===== src/rtl/save_counter.sv =====
// save_counter: snapshot-and-clear register for the ADPLL counter path
// On each rising edge of trigger_i, captures counter_val_i into a holding
// register and emits a one-cycle clear strobe to the upstream counter.
//   fpga_clk_i          in   system clock (rising edge)
//   reset_i             in   asynchronous active-low reset
//   trigger_i           in   save request, rising-edge sensitive
//   counter_val_i       in   live signed counter value
//   counter_val_saved_o out  last captured value (registered)
//   counter_cleared_o   out  one-cycle clear strobe (registered)
// Option: define SAVE_COUNTER_TRIG_SYNC_EN to pass trigger_i through a
// 2-flop synchronizer (adds 2 cycles of latency) for asynchronous triggers.
module save_counter #(
    parameter int WIDTH = 20
) (
    input  logic                    fpga_clk_i,
    input  logic                    reset_i,
    input  logic                    trigger_i,
    input  logic signed [WIDTH-1:0] counter_val_i,
    output logic signed [WIDTH-1:0] counter_val_saved_o,
    output logic                    counter_cleared_o
);
    logic trig_s;
    logic trig_q;
    logic save;
`ifdef SAVE_COUNTER_TRIG_SYNC_EN
    logic [1:0] sync_q;
    // Synchronizer resets high so a trigger already high at reset release
    // cannot look like a rising edge.
    always_ff @(posedge fpga_clk_i or negedge reset_i) begin
        if (!reset_i) sync_q <= 2'b11;
        else          sync_q <= {sync_q[0], trigger_i};
    end
    assign trig_s = sync_q[1];
`else
    assign trig_s = trigger_i;
`endif
    assign save = trig_s && !trig_q;
    // trig_q resets high so a trigger held through reset release does not fire.
    always_ff @(posedge fpga_clk_i or negedge reset_i) begin
        if (!reset_i) begin
            trig_q              <= 1'b1;
            counter_val_saved_o <= '0;
            counter_cleared_o   <= 1'b0;
        end else begin
            trig_q            <= trig_s;
            counter_cleared_o <= save;
            if (save) counter_val_saved_o <= counter_val_i;
        end
    end
endmodule


===== config.mk =====
export PLATFORM = sky130hd
export DESIGN_NAME = save_counter
export DESIGN_NICKNAME = d
export VERILOG_FILES = /design/src/rtl/save_counter.sv
export SDC_FILE = /design/constraint.sdc
export NUM_CORES = 1
export LEC_CHECK = 0
export CORE_AREA = 2 2 52 49
export DETAILED_ROUTE_END_ITERATION = 16
export DIE_AREA = 0 0 54 51
export HOLD_SLACK_MARGIN = 0.15
export PLACE_DENSITY_LB_ADDON = 0.15
export RECOVER_POWER = 100
export SLEW_MARGIN = 25
export SYNTH_ARGS = -nofsm -noshare
export SYNTH_HDL_FRONTEND = slang
export SYNTH_SLANG_ARGS = --single-unit
export TNS_END_PERCENT = 20

===== constraint.sdc =====
create_clock -name fpga_clk_i -period 2.7 [get_ports fpga_clk_i]
set_input_delay 0.54 -clock fpga_clk_i [delete_from_list [all_inputs] [get_ports fpga_clk_i]]
set_output_delay 0.54 -clock fpga_clk_i [all_outputs]
set_load 0.01 [all_outputs]

==> flow_summary.yaml <==
outcome:
  status: "complete, no violations"
clock_tree:
  cts_root_buf: "clkbuf_4"
  postCtsResizedCells: 0
  cts.sinks: 22
  clk_path_buf_depth: 2
  ctsHoldBuffers: 0
  clk_pin_slew_worst_paths_ns: 0.11
  numCtsBuffers: 3
  clk-insertion-delay-late_ns: 0.29
  cts_max_level: 1
  cts_tree: "built"
  cts_setup_buffers: 0
critical_path:
  arrival_ns: 2.14
  r2r_start: "trig_q"
  critPathSlowestCell: "dlygate4sd3_1"
  r2r_cells: 3
  worstPathMaxFanout: 12
  max_stage_delay_ns: 0.56
  required_ns: 2.88
  rrSetupSlack_ns: 1.21
  criticalPathCategory: "input pin to flip-flop"
  endpoint_kind: "flip-flop"
  cp-start-kind: "input pin"
  path_buf_inv: 2
  worstPathCellList: "dlygate4sd3_1 > nor2b_4 > clkbuf_1 > mux2_1"
  path_delay_family: "buffers and inverters"
  crit-reg2reg-capture: "counter_val_saved_o[5]"
synth:
  syn_area_per_cell_um2: 20.0
  yosys_register_bits: 22
  synth_nets: 68
  synth_area_um2: 902
  synth.area.top_cells: "dfrtp_1 58%, mux2_4 32%, buf_12 4.4%"
  synth_warnings: 0
  ys_seq_area_share_pct: 61.2
  synth_top_area_share_pct: 58.3
  synth_top_area_cell: "dfrtp_1"
  synth.distinct_cells: 6
  syn-instance-count: 45
pwr:
  powerDensity_mw_per_mm2: 572
  vdd_ir_drop_max_uv: 306
  leakage_nw: 0.554
finish:
  area_growth_pct: 45.4
  drive_above_1_share_pct: 9.68
  final_cells: 121
  antennaDiodeCount: 0
  nNetsFinal: 117
place:
  dp.cells: 117
  place_hpwl_um: 1230
  gp_congestion: 0.677
  port_buffers: 43
  pre_cts_ws_ns: 0.555
min_path:
  min_to: "counter_val_saved_o[14]"
  hold_start: "counter_val_saved_o[14]"
  hold_class: "flip-flop to flip-flop"
  min_path_cells: 1
detailed_routing:
  dr.pass1.iters: 4
  routed_wl_um: 1540
  vias: 540
  routedWlPerCell_um: 12.8
  drc: 0
  drt_iter0_markers: 6
  via_per_inst: 4.46
  ant_nets: 0
global_routing:
  antenna_found_initial: 0
  grt_usage_pct: 12.6
  grt_pass1_vias: 541
  grt_max_degree: 13
  grt-ovfl-total: 0
  grt_pass1_wl_um: 2510
run:
  drv_cap: 0
die:
  die_h_um: 51
  fp.dieW_um: 54
  start_util_pct: 39.3
  die_area_mm2: 0.00275
  ios: 44
  core-area_mm2: 0.00230
  std_cell_rows: 17
timing:
  finClkSkew_ns: 0.00553
  finalHoldViolCount: 0
  setup_ws_ns: 0.740
  maxSlewViolCount: 0
  finalCritPeriodShare_pct: 72.6
  tightest_slew_ns: 0.571
  max-slew-margin-rel_pct: 61.9
  finalSetupTns_ns: 0
  setup_viol: 0
  rsz0062_at_grt: "false"
  fmax_ghz: 0.510
  fin_crit_ns: 1.96
## synth_stat cells
master and number:
dfrtp_1 21, dfstp_2 1, mux2_4 19, nor2b_4 1, mux2_2 1, buf_12 2
## final cells by class
cell class / count / area [µm²]
Fill cell: 210 / 986
Sequential cell: 22 / 552
Clock buffer: 4 / 36.3
Multi-Input combinational cell: 21 / 246
Tap cell: 28 / 35.0
Timing Repair Buffer: 46 / 442
## how the worst max path moves through the flow
stage / slack (ns) / endpoint / cells after the start / start
after floorplan: 1.40 / counter_val_saved_o[0] / 3 / trigger_i
after global placement: 0.61 / counter_val_saved_o[18] / 4 / trigger_i
after detailed placement: 0.55 / counter_val_saved_o[5] / 4 / trigger_i
after CTS: 0.87 / counter_val_saved_o[5] / 4 / trigger_i
after global routing: 0.64 / counter_val_saved_o[18] / 4 / trigger_i
final: 0.74 / counter_val_saved_o[5] / 4 / trigger_i
## registers in the layout (all words and copies together) (netlist names)
register             cells
counter_val_saved_o     20
trig_q                   1
counter_cleared_o        1
## where the power goes
group          internal (mW)  switching [mW]  leakage, nW
combinational          0.116          0.0662        0.275
clock                 0.0820          0.0906       0.0210
sequential             0.375          0.0203        0.258
## through the flow
step	hold slack, ns	util (%)	cell area, µm²	power (mW)
2_1_floorplan	0.244	-	902	0.508
4_1_cts	0.528	60.3	1390	0.820
6_report	0.493	57.1	1310	0.750
3_5_place_dp	0.493	58.8	1350	0.644
5_1_grt	0.517	57.1	1310	0.790
3_3_place_gp	0.495	58.8	1350	0.642
## cell families (layout without fill, tap and decap cells)
kind of cell | Yosys count | in the layout | synth area share [%]
mux | 20 | 20 | 32.9
buf+inv | 2 | 50 | 4.44
simple gates | 1 | 1 | 1.53
flops | 22 | 22 | 61.2
## cells in the final DEF (no fill, tap or decap), drive strengths merged
master	instances
dfrtp	21
dfstp	1
nor2b	1
clkdlybuf4s50	20
dlygate4sd3	23
mux2	20
clkbuf	7
## per-layer routing
layer	routed length [µm]	global-route usage [%]	vias up	part of all wire (%)
met5	0	0	-	0
met4	12	5.00	0	0.78
met3	106	1.75	2	6.9
met2	766	19.1	21	50
met1	657	18.1	264	43
li1	-	-	253	-
Note: power is estimated with default switching activity, not from simulation.
